## src/rtl/alu_pkg.sv

```systemverilog
// Shared opcode values and sequencer state encoding for the ALU subsystem.
package alu_pkg;

  localparam logic [3:0] OP_NOP  = 4'h0;
  localparam logic [3:0] OP_HALT = 4'h1;
  localparam logic [3:0] OP_JMP  = 4'h2;
  localparam logic [3:0] OP_LDAI = 4'h3;
  localparam logic [3:0] OP_LDBI = 4'h4;
  localparam logic [3:0] OP_LDAM = 4'h5;
  localparam logic [3:0] OP_LDBM = 4'h6;
  localparam logic [3:0] OP_ADD  = 4'h7;
  localparam logic [3:0] OP_SUB  = 4'h8;
  localparam logic [3:0] OP_STR  = 4'h9;

  typedef enum logic [2:0] {
    StIdle,
    StFetch,
    StExec,
    StRwait,
    StHalted
  } state_e;

endpackage

```

## src/rtl/inst_decode.sv

```systemverilog
// Combinational opcode decoder: maps an opcode to its ALU command and control flags.
module inst_decode
  import alu_pkg::*;
(
  input  logic [3:0] op,
  output logic [3:0] alu_inst,
  output logic       uses_ram_rd,
  output logic       uses_ram_wr,
  output logic       is_jmp,
  output logic       is_halt
);

  // Opcodes A-F fall into the default and behave as NOP.
  always_comb begin
    alu_inst    = 4'h0;
    uses_ram_rd = 1'b0;
    uses_ram_wr = 1'b0;
    is_jmp      = 1'b0;
    is_halt     = 1'b0;
    case (op)
      OP_NOP:  ;
      OP_HALT: is_halt = 1'b1;
      OP_JMP:  is_jmp = 1'b1;
      OP_LDAI, OP_LDBI, OP_ADD, OP_SUB: alu_inst = op;
      OP_LDAM, OP_LDBM: begin
        alu_inst    = op;
        uses_ram_rd = 1'b1;
      end
      OP_STR:  uses_ram_wr = 1'b1;
      default: ;
    endcase
  end

endmodule

```

## src/rtl/inst_sequencer.sv

```systemverilog
// Program sequencer: fetches instruction words over req/ack, decodes them and
// issues single-cycle ALU commands and RAM read/write strobes.
module inst_sequencer
  import alu_pkg::*;
#(
  parameter int unsigned PC_W    = 8,
  parameter int unsigned RAM_LAT = 1
) (
  input  logic            clock,
  input  logic            reset,
  input  logic            start,
  output logic            prog_req,
  output logic [PC_W-1:0] prog_addr,
  input  logic            prog_ack,
  input  logic [11:0]     prog_data,
  output logic [7:0]      ram_addr,
  output logic            ram_re,
  output logic            ram_we,
  output logic [3:0]      alu_inst,
  output logic [7:0]      alu_data,
  input  logic [7:0]      alu_rtn,
  output logic            busy,
  output logic            halted,
  output logic [PC_W-1:0] pc
);

  // RAM_LAT is limited to 1..3, so a 2-bit counter suffices.
  localparam logic [1:0] LastCnt = 2'(RAM_LAT);

  state_e          state_q, state_d;
  logic [PC_W-1:0] pc_q, pc_d;
  logic [11:0]     ir_q, ir_d;
  logic [1:0]      cnt_q, cnt_d;

  logic [3:0] op;
  logic [7:0] arg;
  logic [3:0] dec_inst;
  logic       dec_rd, dec_wr, dec_jmp, dec_halt;
  logic       rwait_last;

  assign op         = ir_q[11:8];
  assign arg        = ir_q[7:0];
  assign rwait_last = (cnt_q == LastCnt);

  inst_decode u_decode (
    .op          (op),
    .alu_inst    (dec_inst),
    .uses_ram_rd (dec_rd),
    .uses_ram_wr (dec_wr),
    .is_jmp      (dec_jmp),
    .is_halt     (dec_halt)
  );

  // State, program counter, instruction register and RAM latency counter.
  always_ff @(posedge clock or negedge reset) begin
    if (!reset) begin
      state_q <= StIdle;
      pc_q    <= '0;
      ir_q    <= '0;
      cnt_q   <= '0;
    end else begin
      state_q <= state_d;
      pc_q    <= pc_d;
      ir_q    <= ir_d;
      cnt_q   <= cnt_d;
    end
  end

  // Next-state logic; start is only honoured from IDLE or HALTED.
  always_comb begin
    state_d = state_q;
    pc_d    = pc_q;
    ir_d    = ir_q;
    cnt_d   = cnt_q;
    case (state_q)
      StIdle, StHalted: begin
        if (start) begin
          pc_d    = '0;
          state_d = StFetch;
        end
      end
      StFetch: begin
        if (prog_ack) begin
          ir_d    = prog_data;
          state_d = StExec;
        end
      end
      StExec: begin
        if (dec_halt) begin
          state_d = StHalted;
        end else if (dec_jmp) begin
          pc_d    = PC_W'(arg);
          state_d = StFetch;
        end else if (dec_rd) begin
          cnt_d   = 2'd1;
          state_d = StRwait;
        end else begin
          pc_d    = pc_q + PC_W'(1);
          state_d = StFetch;
        end
      end
      StRwait: begin
        if (rwait_last) begin
          pc_d    = pc_q + PC_W'(1);
          state_d = StFetch;
        end else begin
          cnt_d = cnt_q + 2'd1;
        end
      end
      default: state_d = StIdle;
    endcase
  end

  // Outputs decoded from the current state and latched instruction word.
  always_comb begin
    prog_req  = (state_q == StFetch);
    prog_addr = pc_q;
    pc        = pc_q;
    ram_addr  = arg;
    alu_data  = arg;
    ram_re    = (state_q == StExec) && dec_rd;
    ram_we    = (state_q == StExec) && dec_wr;
    alu_inst  = 4'h0;
    if ((state_q == StExec) && !dec_rd) begin
      alu_inst = dec_inst;
    end else if ((state_q == StRwait) && rwait_last) begin
      alu_inst = dec_inst;
    end
    busy   = (state_q != StIdle) && (state_q != StHalted);
    halted = (state_q == StHalted);
  end

endmodule

```

## config.mk

```make
export PLATFORM = sky130hd
export DESIGN_NAME = inst_sequencer
export DESIGN_NICKNAME = d
export VERILOG_FILES = /design/src/rtl/alu_pkg.sv /design/src/rtl/inst_decode.sv /design/src/rtl/inst_sequencer.sv
export SDC_FILE = /design/constraint.sdc
export NUM_CORES = 1
export LEC_CHECK = 0
export CORE_MARGIN = 5
export CORE_UTILIZATION = 39
export CTS_BUF_LIST = sky130_fd_sc_hd__clkbuf_16
export DETAILED_ROUTE_END_ITERATION = 16
export GPL_TIMING_DRIVEN = 0
export PLACE_DENSITY = 0.82
export SLEW_MARGIN = 0
export SYNTH_ARGS = -nofsm -noshare
export SYNTH_HDL_FRONTEND = slang
export SYNTH_SLANG_ARGS = --single-unit
export TNS_END_PERCENT = 50
```

## constraint.sdc

```tcl
create_clock -name clock -period 1.6 [get_ports clock]
set_input_delay 0.32 -clock clock [delete_from_list [all_inputs] [get_ports clock]]
set_output_delay 0.32 -clock clock [all_outputs]
set_load 0.02 [all_outputs]
```

==> flow_metrics.py <==
metrics = {
    "finish": {
        "finalNonFillerCells": 315,
        "diodes": 0,
        "areaGrowthSynthToFinish_pct": 78.3,
        "fin_nets": 292,
        "drive_above_1_share": 0.555,
    },
    "route": {
        "antenna_left": 0,
        "post_drt_wl_per_cell_um": 18.0,
        "via_per_inst": 5.43,
        "num_vias": 1712,
        "first_pass_iters": 4,
        "drt_first_iter_violations": 129,
        "drcViolationCount": 0,
        "drt-total-wl_mm": 5.67,
    },
    "placement": {
        "hpwl_mm": 3.01,
        "dp_cells": 272,
        "place_congestion": 0.876,
        "place_ws_ns": -0.846,
        "io_buffers": 56,
    },
    "clock_tree": {
        "tritoncts.num_buffers": 3,
        "clock_latency_ns": 0.26,
        "cts_tree": "done",
        "clk_pin_slew_ns": 0.06,
        "htree_levels": 1,
        "numClockSinks": 25,
        "cts-root-buf": "clkbuf_16",
        "clk_path_buf_depth": 2,
    },
    "logic_synthesis": {
        "yosys.area.top_type": "dfrtp_1",
        "synth-warning-count": 0,
        "avgSynthCellArea_um2": 9.88,
        "synthCells": 166,
        "synth_cell_types": 47,
        "seq_area_frac_synth": 0.381,
        "synth_nets": 192,
        "synth.area.top_cells": "dfrtp_1 (38%), buf_4 (11%), mux2_2 (8.2%), inv_1 (2.7%), a221oi_1 (2.7%)",
        "syn_area_um2": 1640,
        "ys_ff_latch": 25,
        "synth_ff_type": "dfrtp_1",
        "synth_most_common_cell": "dfrtp_1",
        "yosys.area.top_type_share": 0.381,
        "synthArstFlopShare": 1.00,
        "synth_commonest_cells": "dfrtp_1 (25), buf_4 (24), inv_1 (12), mux2_2 (12), nand3_1 (8)",
        "synth_edf_count": 0,
    },
    "global_route": {
        "grt_pass1_vias": 1694,
        "grt_remaining_overflow": 0,
        "antenna_found_initial": 0,
        "grt_pass1_wl_mm": 8.42,
        "grt_max_degree": 26,
        "gr-usage-all-layers": 0.193,
    },
    "outcome": {
        "status": "finished, violations left",
        "failed_checks": "negative setup slack",
    },
    "die": {
        "num_rows": 23,
        "fp.coreArea_um2": 4030,
        "io_pins": 65,
        "dieWidth_um": 74.9,
        "die_area_um2": 5600,
        "die_h_um": 74.9,
        "start_util": 0.407,
    },
    "min_path": {
        "hp-class": "in -> async",
    },
    "pwr": {
        "p_leak_nw": 1.41,
        "peakVddDrop_v": 0.00110,
        "p_per_area_nw_per_um2": 2070,
    },
    "sta": {
        "grt_setup_unrepaired": "yes",
        "drv_slew": 0,
        "period_share": 1.23,
        "fin_skew_ns": 0.00503,
        "period_minus_slack_ns": 1.97,
        "relSlewSlack": 0.242,
        "fmax_ghz": 0.508,
        "setup_ws_ns": -0.369,
        "finalHoldViolations": 0,
        "setup_viol": 29,
        "worstMarginPinSlew_ns": 1.13,
    },
    "worst_setup_path": {
        "endpoint_kind": "primary output",
        "start_kind": "flip-flop",
        "cp.arrival_ns": 1.65,
        "r2r_setup_slack_ns": -0.34,
        "critPathKind": "reg -> out",
        "critPathMaxFanout": 4,
        "worstPathRequired_ns": 1.28,
    },
    "run": {
        "maxCapViolations": 0,
    },
}
## final timing paths
| check | startpoint | end | cells after the start |
|---|---|---|---|
| max | ir_q[8] | alu_inst[1] | 5 |
| min | reset | ir_q[11] | 1 |
| max reg2reg | ir_q[9] | pc[2] | 6 |
| min reg2reg | state_q[2] | state_q[1] | 1 |
| max in group asynchronous | reset | state_q[2] | 1 |
| min in group clock | state_q[2] | state_q[1] | 1 |
## what timing repair did
| action | in CTS | in global routing |
|---|---|---|
| gates resized for setup | 116 | 26 |
| endpoints found under the hold margin | 0 | 0 |
| setup endpoints to repair | 58 | 31 |
| cloned | 0 | 1 |
| pin swaps | 21 | 16 |
| buffers inserted | 24 | 17 |
| hold buffers | 0 | 0 |
## sequential cells by signal, indices dropped and copies added (netlist names)
register,flops
ir_q,12
pc,8
state_q,3
cnt_q,2
## cell families (layout without fill, tap and decap cells)
| logic type | count (synthesis) | count (layout) | synth area share |
|---|---|---|---|
| AND/OR/NAND/NOR | 44 | 44 | 0.166 |
| XOR/XNOR | 1 | 1 | 0.00534 |
| AO/OA/AOI/OAI | 35 | 35 | 0.163 |
| buffers and inverters | 45 | 144 | 0.175 |
| adder cells (fa/ha/maj) | 2 | 2 | 0.0153 |
| flip-flops | 25 | 25 | 0.381 |
| multiplexers | 14 | 14 | 0.0946 |
## critical path, stage by stage (launching register included)
cell and delay [ns]:
dfrtp_2 0.44, xor2_1 0.17, and3_4 0.21, nor4_4 0.22, o211a_1 0.23, buf_6 0.12
## power breakdown
group / total (mW) / leakage, nW / switching (mW) / internal, mW
Clock: 0.565 / 0.0409 / 0.228 / 0.337
Sequential: 1.21 / 0.309 / 0.327 / 0.881
Combinational: 4.27 / 1.06 / 1.90 / 2.37
## layout by cell type (no fill, tap or decap), drive strengths merged, types with 2 or more instances in the layout
| cell | Yosys | layout |
|---|---|---|
| nor2 | 7 | 7 |
| clkbuf | 3 | 5 |
| o221ai | 2 | 2 |
| nor4 | 2 | 2 |
| and2 | 4 | 4 |
| mux2i | 2 | 2 |
| nand2 | 5 | 5 |
| and3 | 3 | 3 |
| dlygate4sd2 | 0 | 19 |
| dfrtp | 25 | 25 |
| o31a | 3 | 3 |
| o22ai | 5 | 5 |
| dlymetal6s2s | 0 | 2 |
| o21ai | 3 | 3 |
| clkdlybuf4s50 | 0 | 14 |
| mux2 | 12 | 12 |
| a221oi | 5 | 5 |
| inv | 12 | 12 |
| and3b | 2 | 2 |
| a211oi | 2 | 2 |
| a21oi | 4 | 4 |
| or3 | 3 | 3 |
| ha | 2 | 2 |
| nand3 | 8 | 8 |
| nor3b | 2 | 2 |
| nor2b | 3 | 3 |
| buf | 30 | 91 |
## layout make-up
class                           count  area, um2
Buffer                             30        243
Timing Repair Buffer               98        880
Clock inverter                      1       5.00
Fill cell                         268       1100
Sequential cell                    25        632
Clock buffer                        3       75.1
Inverter                           12       45.0
Multi-Input combinational cell     96        982
Tap cell                           50       62.6
## layer usage
metal | share of wire | GRT usage | up-vias
met1 | 0.42 | 0.255 | 850
met2 | 0.50 | 0.330 | 77
met5 | 0 | 0 | -
met4 | 0.027 | 0.0593 | 0
li1 | - | - | 768
met3 | 0.055 | 0.0227 | 17
## through the flow
stage | hold slack (ns) | setup TNS, ns | total power [mW] | utilization | cell area, um2
finish | 0.278 | -5.41 | 6.04 | 0.726 | 2920
global route | 0.390 | -6.84 | 6.36 | 0.726 | 2920
CTS | 0.566 | -3.46 | 5.30 | 0.666 | 2680
detailed placement | 0.488 | -10.85 | 4.09 | 0.580 | 2340
global placement | 0.475 | -8.98 | 4.03 | 0.580 | 2340
floorplan | 0.0244 | -1.62 | 3.13 | - | 1720
No activity file was read; power rests on OpenSTA's default activity.
